### config.mk
export PLATFORM = sky130hd
export DESIGN_NAME = butterfly_pipe
export DESIGN_NICKNAME = d
export VERILOG_FILES = /design/src/rtl/butterfly_pipe.sv
export SDC_FILE = /design/constraint.sdc
export NUM_CORES = 2
export LEC_CHECK = 0
export BUFFER_PORTS_ARGS = -buffer_cell sky130_fd_sc_hd__buf_2
export CORE_MARGIN = 10
export CORE_UTILIZATION = 31
export DETAILED_ROUTE_END_ITERATION = 10
export GPL_ROUTABILITY_DRIVEN = 0
export GPL_TIMING_DRIVEN = 0
export PLACE_DENSITY = 0.52
export SLEW_MARGIN = 40
export SYNTH_ARGS = -nofsm -noshare
export SYNTH_HDL_FRONTEND = slang
export SYNTH_SLANG_ARGS = --single-unit
export TNS_END_PERCENT = 1
### constraint.sdc
create_clock -name clk -period 7.55 [get_ports clk]
set_input_delay 1.51 -clock clk [delete_from_list [all_inputs] [get_ports clk]]
set_output_delay 1.51 -clock clk [all_outputs]
set_load 0.02 [all_outputs]
### src/rtl/butterfly_pipe.sv
// Radix-2 complex butterfly with per-sample DIT/DIF and inverse selection, a
// 3-stage valid/ready pipeline, optional divide-by-2, rounding and saturation.
module butterfly_pipe #(
    parameter int DATA_WIDTH = 8,
    parameter int EXPAND     = 6,
    parameter int ROUND      = 1
) (
    input  logic                         clk,
    input  logic                         rst_n,
    input  logic                         in_valid,
    output logic                         in_ready,
    input  logic signed [DATA_WIDTH-1:0] in1_real,
    input  logic signed [DATA_WIDTH-1:0] in1_imag,
    input  logic signed [DATA_WIDTH-1:0] in2_real,
    input  logic signed [DATA_WIDTH-1:0] in2_imag,
    input  logic signed [EXPAND+1:0]     ro_real,
    input  logic signed [EXPAND+1:0]     ro_imag,
    input  logic                         mode_dif,
    input  logic                         inverse,
    input  logic                         scale,
    output logic                         out_valid,
    input  logic                         out_ready,
    output logic signed [DATA_WIDTH:0]   out1_real,
    output logic signed [DATA_WIDTH:0]   out1_imag,
    output logic signed [DATA_WIDTH:0]   out2_real,
    output logic signed [DATA_WIDTH:0]   out2_imag,
    input  logic                         clr_ovf,
    output logic                         ovf
);
    localparam int RW = DATA_WIDTH + 6;
    localparam int WW = EXPAND + 3;
    localparam int PW = RW + WW + 1;
    localparam int OW = DATA_WIDTH + 1;
    localparam logic signed [PW-1:0] RND_ADD = (ROUND != 0) ? PW'(64'd1 << (EXPAND - 1)) : '0;
    localparam logic signed [RW-1:0] SAT_MAX = RW'((64'sd1 <<< DATA_WIDTH) - 64'sd1);
    localparam logic signed [RW-1:0] SAT_MIN = ~SAT_MAX;

    // x1*w1 -/+ x2*w2 at full precision, then rounded shift back to data scale.
    function automatic logic signed [RW-1:0] mac_shift(
        input logic signed [RW-1:0] x1, input logic signed [WW-1:0] w1,
        input logic signed [RW-1:0] x2, input logic signed [WW-1:0] w2,
        input logic sub);
        logic signed [PW-1:0] x1e, x2e, w1e, w2e, acc;
        x1e = PW'(x1);
        x2e = PW'(x2);
        w1e = PW'(w1);
        w2e = PW'(w2);
        acc = sub ? (x1e * w1e - x2e * w2e) : (x1e * w1e + x2e * w2e);
        acc = (acc + RND_ADD) >>> EXPAND;
        return acc[RW-1:0];
    endfunction

    function automatic logic signed [RW-1:0] scale_fn(input logic signed [RW-1:0] x, input logic sc);
        return sc ? ((x + RW'(ROUND)) >>> 1) : x;
    endfunction

    function automatic logic clamps(input logic signed [RW-1:0] x);
        return (x > SAT_MAX) || (x < SAT_MIN);
    endfunction

    function automatic logic signed [OW-1:0] sat_fn(input logic signed [RW-1:0] x);
        logic signed [RW-1:0] y;
        y = (x > SAT_MAX) ? SAT_MAX : ((x < SAT_MIN) ? SAT_MIN : x);
        return y[OW-1:0];
    endfunction

    logic ce;
    logic vld_p1_q, vld_p2_q, out_valid_q, ovf_q;
    logic dif_p1_q, sc_p1_q, sc_p2_q;
    logic signed [WW-1:0] w_re_p1_q, w_im_p1_q;
    logic signed [RW-1:0] u_re_p1_q, u_im_p1_q, v_re_p1_q, v_im_p1_q;
    logic signed [RW-1:0] u_re_p1_d, u_im_p1_d, v_re_p1_d, v_im_p1_d;
    logic signed [RW-1:0] o1_re_p2_q, o1_im_p2_q, o2_re_p2_q, o2_im_p2_q;
    logic signed [RW-1:0] o1_re_p2_d, o1_im_p2_d, o2_re_p2_d, o2_im_p2_d;
    logic signed [RW-1:0] a_re, a_im, b_re, b_im, s1_re, s1_im, s2_re, s2_im;
    logic signed [WW-1:0] w_re, w_im;
    logic signed [OW-1:0] out1_re_q, out1_im_q, out2_re_q, out2_im_q;
    logic                 clamp_any;

    assign ce       = !out_valid_q || out_ready;
    assign in_ready = ce;

    // ---- stage 1: DIT twiddle product of b, or DIF sum/difference ----
    always_comb begin
        a_re = RW'(in1_real);
        a_im = RW'(in1_imag);
        b_re = RW'(in2_real);
        b_im = RW'(in2_imag);
        w_re = WW'(ro_real);
        w_im = inverse ? -WW'(ro_imag) : WW'(ro_imag);
        if (mode_dif) begin
            u_re_p1_d = a_re + b_re;
            u_im_p1_d = a_im + b_im;
            v_re_p1_d = a_re - b_re;
            v_im_p1_d = a_im - b_im;
        end else begin
            u_re_p1_d = a_re;
            u_im_p1_d = a_im;
            v_re_p1_d = mac_shift(b_re, w_re, b_im, w_im, 1'b1);
            v_im_p1_d = mac_shift(b_re, w_im, b_im, w_re, 1'b0);
        end
    end

    // ---- stage 2: DIT add/subtract, or DIF twiddle product of the difference ----
    always_comb begin
        if (dif_p1_q) begin
            o1_re_p2_d = u_re_p1_q;
            o1_im_p2_d = u_im_p1_q;
            o2_re_p2_d = mac_shift(v_re_p1_q, w_re_p1_q, v_im_p1_q, w_im_p1_q, 1'b1);
            o2_im_p2_d = mac_shift(v_re_p1_q, w_im_p1_q, v_im_p1_q, w_re_p1_q, 1'b0);
        end else begin
            o1_re_p2_d = u_re_p1_q + v_re_p1_q;
            o1_im_p2_d = u_im_p1_q + v_im_p1_q;
            o2_re_p2_d = u_re_p1_q - v_re_p1_q;
            o2_im_p2_d = u_im_p1_q - v_im_p1_q;
        end
    end

    // ---- stage 3: optional halving, then clamp to the output range ----
    always_comb begin
        s1_re = scale_fn(o1_re_p2_q, sc_p2_q);
        s1_im = scale_fn(o1_im_p2_q, sc_p2_q);
        s2_re = scale_fn(o2_re_p2_q, sc_p2_q);
        s2_im = scale_fn(o2_im_p2_q, sc_p2_q);
        clamp_any = clamps(s1_re) || clamps(s1_im) || clamps(s2_re) || clamps(s2_im);
    end

    always_ff @(posedge clk) begin
        if (ce && in_valid) begin
            u_re_p1_q <= u_re_p1_d;
            u_im_p1_q <= u_im_p1_d;
            v_re_p1_q <= v_re_p1_d;
            v_im_p1_q <= v_im_p1_d;
            w_re_p1_q <= w_re;
            w_im_p1_q <= w_im;
            dif_p1_q  <= mode_dif;
            sc_p1_q   <= scale;
        end
        if (ce && vld_p1_q) begin
            o1_re_p2_q <= o1_re_p2_d;
            o1_im_p2_q <= o1_im_p2_d;
            o2_re_p2_q <= o2_re_p2_d;
            o2_im_p2_q <= o2_im_p2_d;
            sc_p2_q    <= sc_p1_q;
        end
    end

    // Valids, flag and visible outputs reset; a sticky set beats a same-cycle clear.
    always_ff @(posedge clk or negedge rst_n) begin
        if (!rst_n) begin
            vld_p1_q    <= 1'b0;
            vld_p2_q    <= 1'b0;
            out_valid_q <= 1'b0;
            ovf_q       <= 1'b0;
            out1_re_q   <= '0;
            out1_im_q   <= '0;
            out2_re_q   <= '0;
            out2_im_q   <= '0;
        end else begin
            ovf_q <= (ovf_q && !clr_ovf) || (ce && vld_p2_q && clamp_any);
            if (ce) begin
                vld_p1_q    <= in_valid;
                vld_p2_q    <= vld_p1_q;
                out_valid_q <= vld_p2_q;
                if (vld_p2_q) begin
                    out1_re_q <= sat_fn(s1_re);
                    out1_im_q <= sat_fn(s1_im);
                    out2_re_q <= sat_fn(s2_re);
                    out2_im_q <= sat_fn(s2_im);
                end
            end
        end
    end

    assign out_valid = out_valid_q;
    assign ovf       = ovf_q;
    assign out1_real = out1_re_q;
    assign out1_imag = out1_im_q;
    assign out2_real = out2_re_q;
    assign out2_imag = out2_im_q;
endmodule

# Yosys cells after proc, flatten, opt, wreduce, memory -nomap -nowiden
# Cells that the tools add are included.
# Widths: inputs -> output; s select.
# op_classes
n_addsub,21
mul,8
n_lt_le_gt_ge,8
muxes,21
n_reduce_logical,17
# op_table
operator,count
$mux 14,12
$mux 9,9
$add 20x7->20 const B,3
$add 14x2->14 const B,4
$gt 14x9->1 const B,4
$lt 14x9->1 const B,4
$mul 14x8->20,2
$mul 14x9->20,2
$mul 8x9->17,2
$mul 8x8->16,2
$add 14x14->14,2
$sub 14x14->14,2
$add 20x20->20,1
$sub 20x20->20,1
$add 18x7->19 const B,1
$add 17x16->18,1
$add 8x8->9,2
$sub 16x17->18,1
$sub 8x8->9,2
$logic_or 1x1->1,9
$neg 8->9,1
$logic_and 1x1->1,5
$logic_not 1->1,2
$reduce_and 2->1,1
# word_totals
regBits,172
output_inout_bits,39

# Longest topological paths before layout
# depth
depth_word,9
ltp_mapped,30
ltp_nobuf,28

# Least setup slack after synthesis
# Ideal clock, no wire load.
# synth_path
path_kind,input port to flip-flop
startpoint,input ro_imag[0]
endpoint,"register v_im_p1_q[12], data pin"
arrival_time_ps,7934
required_time_ps,7285
slack_ps,-650
cell_stages,30
cell_sequence,inv_1 clkbuf_1 ha_1 nand2_1 or3_1 nand2_1 xor2_1 inv_1 clkbuf_1 nand2_1 fa_1 fa_1 inv_1 fa_1 inv_1 fa_1 inv_1 fa_1 inv_1 fa_1 inv_1 ha_1 a21oi_1 nor3b_1 a21oi_1 a311oi_1 a211o_1 o31ai_1 xnor2_1 o21ai_1
# synth_between
elab_chain_len,6
# synth_lines
element,line,text
"start, declared",17,"input logic signed [EXPAND+1:0] ro_imag,"
$neg 8->9,90,w_im = inverse ? -WW'(ro_imag) : WW'(ro_imag);
$mux 9,90,
net w_im[6],76,"logic signed [WW-1:0] w_re, w_im;"
$mul 8x9->17,48,acc = sub ? (x1e * w1e - x2e * w2e) : (x1e * w1e + x2e * w2e);
$add 17x16->18,48,
$add 18x7->19,49,acc = (acc + RND_ADD) >>> EXPAND;
$mux 14,91,if (mode_dif) begin
net v_im_p1_d[12],72,"logic signed [RW-1:0] u_re_p1_d, u_im_p1_d, v_re_p1_d, v_im_p1_d;"
"end signal, assigned",133,v_im_p1_q <= v_im_p1_d;
"end, declared",71,"logic signed [RW-1:0] u_re_p1_q, u_im_p1_q, v_re_p1_q, v_im_p1_q;"
# The timed path passes the listed nets, and every way through them passes these cells.
# A chain may end at the register's enable or synchronous reset.

# Final worst setup path
# layout_path
startpoint,input ro_imag[0]
endpoint,"register v_im_p1_q[9], data pin"
# Same word-level chain as after synthesis.

==> results.sh <==
export IMPL_setup_violations_final=12
export IMPL_netlist_area_um2=37600
export IMPL_drv_cap=0
export IMPL_min_to="sc_p2_q"
export IMPL_outcome="finished, violations left"
export IMPL_cts_buffers=17
export IMPL_min_from="sc_p1_q"
export IMPL_drv_slew=0
export IMPL_clock_root_buffer="clkbuf_16"
export IMPL_overflow=0
export IMPL_synth_edff_count=120
export IMPL_antenna_left=0
export IMPL_area_growth_pct=11.5
export IMPL_async_flop_share_pct=25.0
export IMPL_drive_above_1_share_pct=8.77
export IMPL_via_per_inst=4.76
export IMPL_grt_pass1_wl_um=184000
export IMPL_cts_tree="built"
export IMPL_synth_cells=4104
export IMPL_stdcell_area_um2=41900
export IMPL_grt_pass1_vias=29518
export IMPL_post_dp_cell_area_um2=40300
export IMPL_violations="negative setup slack"
export IMPL_ys_seq_elements=160
export IMPL_wl_per_cell_um=20.3
export IMPL_ys_warn_count=0
export IMPL_antenna_found_initial=13
export IMPL_reg2regPathDepth=22
export IMPL_crit_fanout=7
export IMPL_synth_most_common_cell="inv_1"
export IMPL_max_slew_margin_pct=43.7
export IMPL_drt_iter0_markers=1709
export IMPL_synth_area_per_cell_um2=9.16
export IMPL_synthFlopType="edfxtp_1"
export IMPL_wl_um=119000
export IMPL_critPathSlowestCell="fa_1"
export IMPL_ys_top_cells_by_area="fa_1 (38%), ha_1 (11%), edfxtp_1 (9.6%)"
export IMPL_place_hpwl_um=99500
export IMPL_path_clk_slew_ps=80
export IMPL_grt_max_degree=42
export IMPL_post_route_util_pct=34.9
export IMPL_crit_top_cell="fa_1"
export IMPL_die_area_um2=136000
export IMPL_crit_path_max_incr_delay_ps=540
export IMPL_core_area_um2=120000
export IMPL_die_w_um=368
export IMPL_cts_max_level=4
export IMPL_cp_end_kind="register"
export IMPL_dr_pass1_iters=5
export IMPL_io_pins=95
export IMPL_dp_slack_ps=-2020
export IMPL_timing_rr_end="o2_re_p2_q[12]"
export IMPL_grt_util_all_layers_pct=17.8
export IMPL_worst_r2r_setup_slack_ps=-140
export IMPL_portBuffers=93
export IMPL_r2r_start="w_re_p1_q[3]"
export IMPL_setup_slack_ps=-232
export IMPL_die_y_um=368
export IMPL_start_kind="primary input"
export IMPL_syn_nets=5207
export IMPL_synth_largest_area_cell="fa_1"
export IMPL_fin_setup_tns_ps=-1750
export IMPL_clock_sinks=160
export IMPL_worstSetupPathType="in2reg"
export IMPL_rsz0062_at_grt="yes"
export IMPL_drc=0
export IMPL_finalCritPeriodShare_pct=103
export IMPL_clk_path_buf_depth=2
export IMPL_hold_viol=0
export IMPL_nNetsFinal=5356
export IMPL_yosysTopAreaCellShare_pct=38.4
export IMPL_via_count=27992
export IMPL_hp_class="reg2reg"
export IMPL_synth_seq_area_share_pct=12.2
export IMPL_worst_slew_pin_slew_ps=845
export IMPL_max_freq_mhz=129
export IMPL_skew_ps=25.1
export IMPL_hold_depth=0
export IMPL_ys_types=90
export IMPL_fin_crit_ps=7780
export IMPL_hold_buffers=0
export IMPL_clock_latency_ps=500
export IMPL_rows=127
export IMPL_synthTopCellsByCount="inv_1 (929), fa_1 (721), nand2_1 (445)"
export IMPL_required_ps=7760
export IMPL_start_util_pct=31.3
export IMPL_cp_arrival_ps=7990
-- cells in the final DEF (no fill, tap or decap), drive strengths merged, types with 6 or more instances in the layout --
cell	count
a211oi	8
and2	256
nor2b	15
a31oi	11
and3	9
nor4	9
fa	721
o21bai	15
mux2i	22
o21ai	120
nand3b	6
a32oi	6
a31o	6
dfrtp	40
or2	6
ha	326
o21a	11
nor3b	7
a21oi	163
nor2	231
o211ai	9
inv	938
clkbuf	159
nand4	13
diode	6
nor3	22
xnor2	134
nand3	38
nand2	445
or3	13
edfxtp	120
clkinv	11
buf	142
o41ai	8
a21o	29
o31ai	13
nand2b	36
mux2	20
xor2	51
-- sequential cells by signal (all words and copies together) (netlist names), 8 cells and up --
name and cells:
out1_imag 9, out2_real 9, u_im_p1_q 9, w_im_p1_q 9, u_re_p1_q 9, o1_re_p2_q 14, v_re_p1_q 13, o2_re_p2_q 14
o1_im_p2_q 14, o2_im_p2_q 14, w_re_p1_q 8, out2_imag 9, out1_real 9, v_im_p1_q 13
-- layout make-up --
| type | instances | area (um^2) |
|---|---|---|
| Fill cell | 12548 | 78200 |
| Multi-Input combinational cell | 2849 | 29500 |
| Sequential cell | 160 | 4600 |
| Inverter | 941 | 3560 |
| Tap cell | 1612 | 2020 |
| Timing Repair Buffer | 132 | 817 |
| Buffer | 152 | 738 |
| Clock buffer | 18 | 429 |
| Clock inverter | 14 | 194 |
| Antenna cell | 6 | 15.0 |
-- critical path, delay by kind of cell --
family | cells | cell delay, ps
AOI/OAI and AO/OA | 6 | 810
adders and majority gates | 8 | 3400
buffers and inverters | 11 | 940
and+or+nand+nor | 5 | 840
xor gates and xnor gates | 2 | 460
-- worst max-delay path by stage --
stage                from            end  slack, ps  depth (start not counted)
2_1_floorplan  ro_imag[0]  v_im_p1_q[12]       -110                         30
3_3_place_gp   ro_imag[0]  v_im_p1_q[11]      -2220                         25
3_5_place_dp   ro_imag[0]  v_re_p1_q[11]      -2020                         29
4_1_cts        ro_imag[0]  v_re_p1_q[12]       -250                         28
5_1_grt        ro_imag[0]   v_im_p1_q[9]       -410                         32
6_report       ro_imag[0]   v_im_p1_q[9]       -230                         32
-- cells by family (layout without fill, tap and decap cells) --
| kind of cell | count (synthesis) | count (layout) | share of synthesized area, % |
|---|---|---|---|
| AND/OR/NAND/NOR | 1120 | 1120 | 14.3 |
| buffers and inverters | 1095 | 1257 | 11.0 |
| multiplexers | 42 | 42 | 1.20 |
| AO/OA/AOI/OAI | 452 | 452 | 7.62 |
| XOR/XNOR | 185 | 185 | 4.31 |
| flip-flops | 160 | 160 | 12.2 |
| other | 0 | 6 | 0 |
| adder cells (fa/ha/maj) | 1050 | 1050 | 49.3 |
-- routing by layer --
layer	GRT usage (%)	vias to the layer above	part of all wire, %
li1	-	12836	-
met1	23.2	14247	43
met5	0	-	0.021
met2	30.4	761	49
met3	2.82	144	5.7
met4	4.76	4	2.7
-- metrics by stage --
stage	std cells	hold slack, ps
2_1_floorplan	4104	400
3_3_place_gp	5809	403
3_5_place_dp	5811	413
4_1_cts	5861	447
5_1_grt	5879	465
6_report	5884	440
-- what timing repair did --
item,CTS,global route
buffers inserted,19,17
resized for setup,104,44
endpoints found under the setup margin,34,27
endpoints found under the hold margin,0,0
pin swaps,35,53
Power is not shown: default switching activity piles up to over one toggle a cycle in this logic, so the estimate is an artifact.
